==> src/rtl/branch_predict_unit.sv <==
// Branch resolution plus 2-bit-counter BHT prediction and branch/mispredict statistics.
// Latency: prediction is combinational from f_pc; resolution results are registered one cycle after issue.
// Backpressure: none; an issue is accepted every cycle that ex_valid is high and flush is low.
module branch_predict_unit #(
   parameter int XLEN      = 32,
   parameter int BHT_DEPTH = 64,
   parameter int CNT_W     = 32
) (
   input  logic             clk,
   input  logic             rst,
   input  logic [XLEN-1:0]  f_pc,
   output logic             f_pred_taken,
   input  logic             ex_valid,
   input  logic [XLEN-1:0]  ex_pc,
   input  logic [XLEN-1:0]  rsdata_a,
   input  logic [XLEN-1:0]  rsdata_b,
   input  logic [XLEN-1:0]  imm,
   input  logic [2:0]       ctrl,
   input  logic             jump_en,
   input  logic             ex_pred_taken,
   input  logic             flush,
   output logic             res_valid,
   output logic [XLEN-1:0]  res_pc,
   output logic             res_taken,
   output logic             mispredict,
   output logic [CNT_W-1:0] br_cnt,
   output logic [CNT_W-1:0] mp_cnt
);

   localparam int IDX_W = $clog2(BHT_DEPTH);

   localparam logic [2:0] CTRL_EQ  = 3'b000;
   localparam logic [2:0] CTRL_NE  = 3'b001;
   localparam logic [2:0] CTRL_LT  = 3'b100;
   localparam logic [2:0] CTRL_GE  = 3'b101;
   localparam logic [2:0] CTRL_LTU = 3'b110;
   localparam logic [2:0] CTRL_GEU = 3'b111;

   logic [1:0]       bht [BHT_DEPTH];
   logic [IDX_W-1:0] f_idx;
   logic [IDX_W-1:0] ex_idx;
   logic             issue;
   logic             cond_true;
   logic             taken;
   logic             mp_now;
   logic [XLEN-1:0]  target;
   logic [1:0]       ex_cnt;
   logic [1:0]       cnt_nxt;
   logic             unused_pc_bits;

   // Word-aligned PCs: drop the two byte-offset bits before indexing.
   assign f_idx  = f_pc[IDX_W+1:2];
   assign ex_idx = ex_pc[IDX_W+1:2];
   assign unused_pc_bits = ^{f_pc[XLEN-1:IDX_W+2], f_pc[1:0]};

   assign f_pred_taken = bht[f_idx][1];

   assign issue = ex_valid & ~flush;

   always_comb begin
      cond_true = 1'b0;
      case (ctrl)
         CTRL_EQ:  cond_true = (rsdata_a == rsdata_b);
         CTRL_NE:  cond_true = (rsdata_a != rsdata_b);
         CTRL_LT:  cond_true = ($signed(rsdata_a) <  $signed(rsdata_b));
         CTRL_GE:  cond_true = ($signed(rsdata_a) >= $signed(rsdata_b));
         CTRL_LTU: cond_true = (rsdata_a <  rsdata_b);
         CTRL_GEU: cond_true = (rsdata_a >= rsdata_b);
         default:  cond_true = 1'b0;
      endcase
   end

   assign taken  = jump_en & cond_true;
   assign mp_now = jump_en & (taken ^ ex_pred_taken);
   assign target = taken ? (ex_pc + imm) : (ex_pc + XLEN'(4));

   // Saturating 2-bit counter step.
   always_comb begin
      ex_cnt  = bht[ex_idx];
      cnt_nxt = ex_cnt;
      if (taken) begin
         if (ex_cnt != 2'b11) cnt_nxt = ex_cnt + 2'b01;
      end else begin
         if (ex_cnt != 2'b00) cnt_nxt = ex_cnt - 2'b01;
      end
   end

   always_ff @(posedge clk) begin
      if (rst) begin
         for (int i = 0; i < BHT_DEPTH; i++) begin
            bht[i] <= 2'b01;
         end
         res_valid  <= 1'b0;
         res_pc     <= '0;
         res_taken  <= 1'b0;
         mispredict <= 1'b0;
         br_cnt     <= '0;
         mp_cnt     <= '0;
      end else begin
         res_valid <= issue;
         if (issue) begin
            res_pc     <= target;
            res_taken  <= taken;
            mispredict <= mp_now;
            if (jump_en) begin
               bht[ex_idx] <= cnt_nxt;
               br_cnt      <= br_cnt + CNT_W'(1);
               mp_cnt      <= mp_cnt + CNT_W'(mp_now);
            end
         end else if (!flush) begin
            // A flushed op leaves every register but res_valid alone.
            mispredict <= 1'b0;
         end
      end
   end

endmodule

==> config.mk <==
export PLATFORM = sky130hd
export DESIGN_NAME = branch_predict_unit
export DESIGN_NICKNAME = d
export VERILOG_FILES = /design/src/rtl/branch_predict_unit.sv
export SDC_FILE = /design/constraint.sdc
export NUM_CORES = 1
export LEC_CHECK = 0
export ABC_AREA = 1
export BUFFER_PORTS_ARGS = -buffer_cell sky130_fd_sc_hd__buf_2
export CAP_MARGIN = 20
export CORE_ASPECT_RATIO = 1.4
export CORE_UTILIZATION = 57
export CTS_CLUSTER_SIZE = 40
export DETAILED_ROUTE_END_ITERATION = 8
export PLACE_DENSITY = 0.81
export SETUP_SLACK_MARGIN = 0.05
export SLEW_MARGIN = 20
export SYNTH_ARGS = -nofsm -noshare
export SYNTH_HDL_FRONTEND = slang
export SYNTH_SLANG_ARGS = --single-unit
==> constraint.sdc <==
create_clock -name clk -period 5.48 [get_ports clk]
set_input_delay 1.096 -clock clk [delete_from_list [all_inputs] [get_ports clk]]
set_output_delay 1.096 -clock clk [all_outputs]
set_load 0.02 [all_outputs]
## After elaboration in Yosys (flattened, before gate mapping)

Memories as Yosys holds them, arrays and structs flattened.
Cells that the tools add are included.

| cells by class | value |
|---|---|
| $add $sub $neg | 6 |
| order comparisons | 4 |
| equal/unequal tests | 9 |
| multiplexer cells | 16 |
| bitwise operators | 5 |
| reductions and logical operators | 4 |

Operators by type and width:

| kind | count |
|---|---|
| greater-or-equal comparator 32 bit | 2 |
| less-than comparator 32 bit | 2 |
| adder 32 x 1 -> 32 bit | 1 |
| adder 32 x 1 -> 32 bit, second input constant | 1 |
| adder 32 x 3 -> 32 bit, second input constant | 1 |
| adder 32 bit | 1 |
| equality test 32 bit | 1 |
| 2-to-1 mux 32 bit | 1 |
| inequality test 32 bit | 1 |
| equality test 3 bit, second input constant | 4 |
| 2-to-1 mux 1 bit | 9 |
| 2-to-1 mux 2 bit | 4 |
| 2-to-1 mux 6 bit | 1 |
| case mux 1 bit (6 select lines) | 1 |
| AND 1 bit | 3 |
| equality test 3 x 1 -> 1 bit, second input constant | 1 |
| zero test 3 bit | 1 |
| adder 2 x 1 -> 2 bit, second input constant | 1 |
| inequality test 2 x 1 -> 1 bit, second input constant | 1 |
| inequality test 2 bit, second input constant | 1 |
| AND reduction 2 bit | 1 |
| nonzero test 2 bit | 1 |
| OR reduction 2 bit | 1 |
| subtractor 2 x 1 -> 2 bit, second input constant | 1 |
| 2 further kinds | 2 |

| word-level totals | value |
|---|---|
| bits in registers | 99 |
| bits in writable memories | 128 |
| input bits | 169 |
| output and inout bits | 100 |
| logic and storage cells | 51 |
| memories kept | 1 |

Memory list:

| name | depth | width | read ports | clocked after Yosys merged registers in | wr ports | line | source |
|---|---|---|---|---|---|---|---|
| bht | 64 | 2 | 2 | 0 | 64 | 39 | `logic [1:0] bht [BHT_DEPTH];` |

## Logic depth before layout (Yosys ltp)

| logic depth | value |
|---|---|
| depth in word-level cells | 7 |
| mapped depth | 36 |
| mapped depth without buffers | 36 |

## Least setup slack after synthesis

Ideal clock, no wire load.

| timing | value |
|---|---|
| path type | input to register |
| start point | in rsdata_b[31] |
| end point | reg mp_cnt[29] |
| library setup time | 115 ps |
| arrival time | 4673 ps |
| required time | 5365 ps |
| path slack | 692 ps |
| cell stages on the path | 30 |
| buffers on the path | 0 |
| path through | inv_1 ha_1 nand2_1 nor2_1 nand2_1 nor3b_1 nand2_1 nand2_1 o21ai_1 inv_1 nand2_1 nor2_1 nand3_1 nand2_1 clkinv_1 nand2_1 and2_1 ha_1 nand3_1 nor2_2 nand3_1 nor2_1 inv_1 nor2_1 nand4_1 nor3_2 nand2_1 nor3_1 a21oi_1 o21a_1 |

| between the ends | value |
|---|---|
| cells in the longest elaborated chain, start to end | 6 |
| elaborated cells between the ends (all ways) | 11 |
| those cells by class | 1 x add/sub; 4 x order compare; 2 x eq/ne; 1 x mux; 3 x bitwise |

Ends and longest elaborated chain:

| item | line | source |
|---|---|---|
| start, declared | 16 | `input logic [XLEN-1:0] rsdata_b,` |
| greater-or-equal comparator 32 bit, or another cell as far along | 68 | `CTRL_GEU: cond_true = (rsdata_a >= rsdata_b);` |
| case mux 1 bit (6 select lines) (*) | 62 | `case (ctrl)` |
| AND 1 bit (*) | 73 | `assign taken = jump_en & cond_true;` |
| bitwise XOR 1 bit (*) | 74 | `assign mp_now = jump_en & (taken ^ ex_pred_taken);` |
| AND 1 bit (*) | 74 |  |
| adder 32 x 1 -> 32 bit (*) | 108 | `mp_cnt <= mp_cnt + CNT_W'(mp_now);` |
| end signal, assigned | 108 |  |
| end, declared | 27 | `output logic [CNT_W-1:0] mp_cnt` |

Every way passes the cells marked *; elsewhere a longest branch is shown, timed or not.
A chain may end at the register's enable or synchronous reset.

## Final worst setup path

| timing | value |
|---|---|
| start point | in rsdata_b[31] |
| end point | reg mp_cnt[26] |

Same word-level chain as after synthesis.

==> flow_metrics.env <==
export IMPL_drv_slew=0
export IMPL_power_mw=4.19
export IMPL_grt_overflow_total=0
export IMPL_core_mm2=0.0260
export IMPL_ios=269
export IMPL_dieWidth_um=139
export IMPL_yosysSeqAreaShare_pct=38.7
export IMPL_finalHoldViolations=0
export IMPL_holdWs_ps=482
export IMPL_p_per_area_mw_per_mm2=244
export IMPL_worstPathMaxFanout=4
export IMPL_synthArstFlopShare_pct=0
export IMPL_fin_ws_ps=618
export IMPL_die_h_um=194
export IMPL_drtIter0Drc=1230
export IMPL_row_count=70
export IMPL_yosysTopAreaCell="edfxtp_1"
export IMPL_grt_pass1_vias=14600
export IMPL_critPathMaxStageDelay_ps=320
export IMPL_ant_nets=0
export IMPL_cp_required_ps=5880
export IMPL_antenna_found_initial=4
export IMPL_reg2reg_slack_ps=2710
export IMPL_pre_cts_ws_ps=12.0
export IMPL_ys_warn_count=0
export IMPL_fin_setup_tns_ps=0
export IMPL_clock_latency_ps=530
export IMPL_wire_per_inst_um=17.4
export IMPL_cp_slowest_cell="ha_1"
export IMPL_synth_area_mm2=0.0151
export IMPL_syn_area_per_cell_um2=7.19
export IMPL_grt_max_degree=66
export IMPL_cap_violations=0
export IMPL_clock_fmax_mhz=206
export IMPL_place_hpwl_mm=33.8
export IMPL_finalNetCount=2544
export IMPL_syn_to_final_growth_pct=13.9
export IMPL_initial_core_util_pct=57.9
export IMPL_drive_gt1_share_pct=14.9
export IMPL_drc=0
export IMPL_period_share_pct=88.7
export IMPL_syn_num_nets=2331
export IMPL_startpoint_type="input port"
export IMPL_synth_cell_types=56
export IMPL_netlist_top_cells_area="edfxtp_1 26%, dfxtp_1 13%, nand2_1 11%"
export IMPL_viasPerCell=5.68
export IMPL_cts_tree="done"
export IMPL_firstDrtPassIters=7
export IMPL_grt_usage_pct=33.9
export IMPL_yosysTopAreaCellShare_pct=25.5
export IMPL_synth_edf_count=128
export IMPL_cts_path_max_buffers=3
export IMPL_numCtsBuffers=24
export IMPL_gp_congestion=0.968
export IMPL_vias=15100
export IMPL_ctsHtreeMaxLevel=1
export IMPL_clock_sinks=227
export IMPL_grt_pass1_wl_mm=72.7
export IMPL_hold_path_class="reg2reg"
export IMPL_ys_ff_latch=227
export IMPL_tightest_slew_ps=1050
export IMPL_rsz0062_at_grt="no"
export IMPL_layout_commonest_cell="nand2_1"
export IMPL_arrival_ps=5260
export IMPL_final_core_util_pct=65.9
export IMPL_p_leak_nw=7.44
export IMPL_irDropWorstVdd_v=0.000285
export IMPL_clkTransAtPathRegs_ps=60
export IMPL_final_cell_mix="448 x nand2_1, 368 x nor2_1, 298 x inv_1"
export IMPL_crit_path_frequent_cell="nand2_1"
export IMPL_placement_io_buffers=242
export IMPL_synth_cells=2094
export IMPL_wirelength_mm=46.1
export IMPL_crit_path_end_kind="register"
export IMPL_setup_viol=0
export IMPL_status="finished clean"
export IMPL_relSlewSlack_pct=30.2
export IMPL_fin_skew_ps=12.0
export IMPL_clockRootBuffer="clkbuf_16"
export IMPL_worstSetupPathType="in2reg"
export IMPL_min_period_ps=4860
export IMPL_ys_flop_type="edfxtp_1"
export IMPL_fill_cells=2348
export IMPL_dieArea_mm2=0.0271
-- cells in the mapped netlist (4+ instances only) --
cell,number
o221ai_1,5
dfxtp_1,99
a21oi_1,101
a221oi_1,7
nand2_1,448
nand3_2,6
nand2_2,23
o21ai_0,99
edfxtp_1,128
o21a_1,17
clkinv_1,4
xor2_1,41
buf_2,10
nor2_1,368
buf_6,13
nand3_1,98
a21boi_0,4
nor2_2,6
clkbuf_1,34
o22ai_1,4
a31oi_1,5
a22oi_1,13
inv_1,298
o21ai_1,10
nor3_1,40
ha_1,67
xnor2_1,25
nor4_1,15
buf_1,4
nor3b_1,4
inv_2,9
nand4_1,40
o2111ai_1,8
-- power by group --
| group | internal, mW | switching, mW |
|---|---|---|
| combinational | 0.254 | 0.529 |
| sequential | 1.84 | 0.0216 |
| clock | 0.857 | 0.692 |
| total | 2.95 | 1.24 |
-- kinds of logic (layout without fill, tap and decap cells) --
| family | after synthesis | after routing | share of synthesized area [%] |
|---|---|---|---|
| compound gates | 294 | 294 | 11.5 |
| xor+xnor | 66 | 66 | 3.84 |
| fa+ha+maj | 68 | 68 | 5.70 |
| simple gates | 1063 | 1063 | 30.1 |
| flops | 227 | 227 | 38.7 |
| other cells | 0 | 4 | 0 |
| buf+inv | 376 | 607 | 10.2 |
-- state kept, by name (all words and copies together), names as in the netlist --
name and count:
bht 128, res_pc 32, res_taken 1, mispredict 1
br_cnt 32, mp_cnt 32, res_valid 1
-- layer usage --
layer  wire [µm]  track usage [%]
met1       16600             37.2
met2       22900             60.8
met3        3720             5.49
met4        2940             20.7
met5          13                0
-- critical path, delay by kind of cell --
kind | cells | cell delay, ps
compound gates | 1 | 60
xor+xnor | 1 | 170
fa+ha+maj | 3 | 680
buf+inv | 5 | 320
simple gates | 22 | 2930
-- area by class of cell --
class,instances,area [µm²],share of cell area [%]
Inverter,312,1170,6.84
Clock inverter,16,119,0.693
Tap cell,324,405,2.36
Antenna cell,4,10.0,0.0584
Sequential cell,227,5830,34.0
Timing Repair Buffer,251,1290,7.53
Multi-Input combinational cell,1491,7710,45.0
Clock buffer,28,616,3.59
-- what timing repair did --
action,4_1_cts,5_1_grt
resized for setup,0,1
hold buffers,0,0
endpoints found under the setup margin,0,5
buffers inserted,0,0
-- through the flow --
stage / std cells / area [µm²]
2_1_floorplan: 2094 / 15100
3_3_place_gp: 2605 / 16400
3_5_place_dp: 2605 / 16400
4_1_cts: 2649 / 17100
5_1_grt: 2650 / 17100
6_report: 2653 / 17200
-- path summary, 6_finish.rpt --
check | start | to | cells past startpoint
setup / recovery | rsdata_b[31] | mp_cnt[26] | 32
hold reg to reg | mp_cnt[31] | mp_cnt[31] | 1
hold / removal | mp_cnt[31] | mp_cnt[31] | 1
setup reg to reg | bht[21][1] | bht[24][1] | 10
Power figures use the tool's default switching activity.
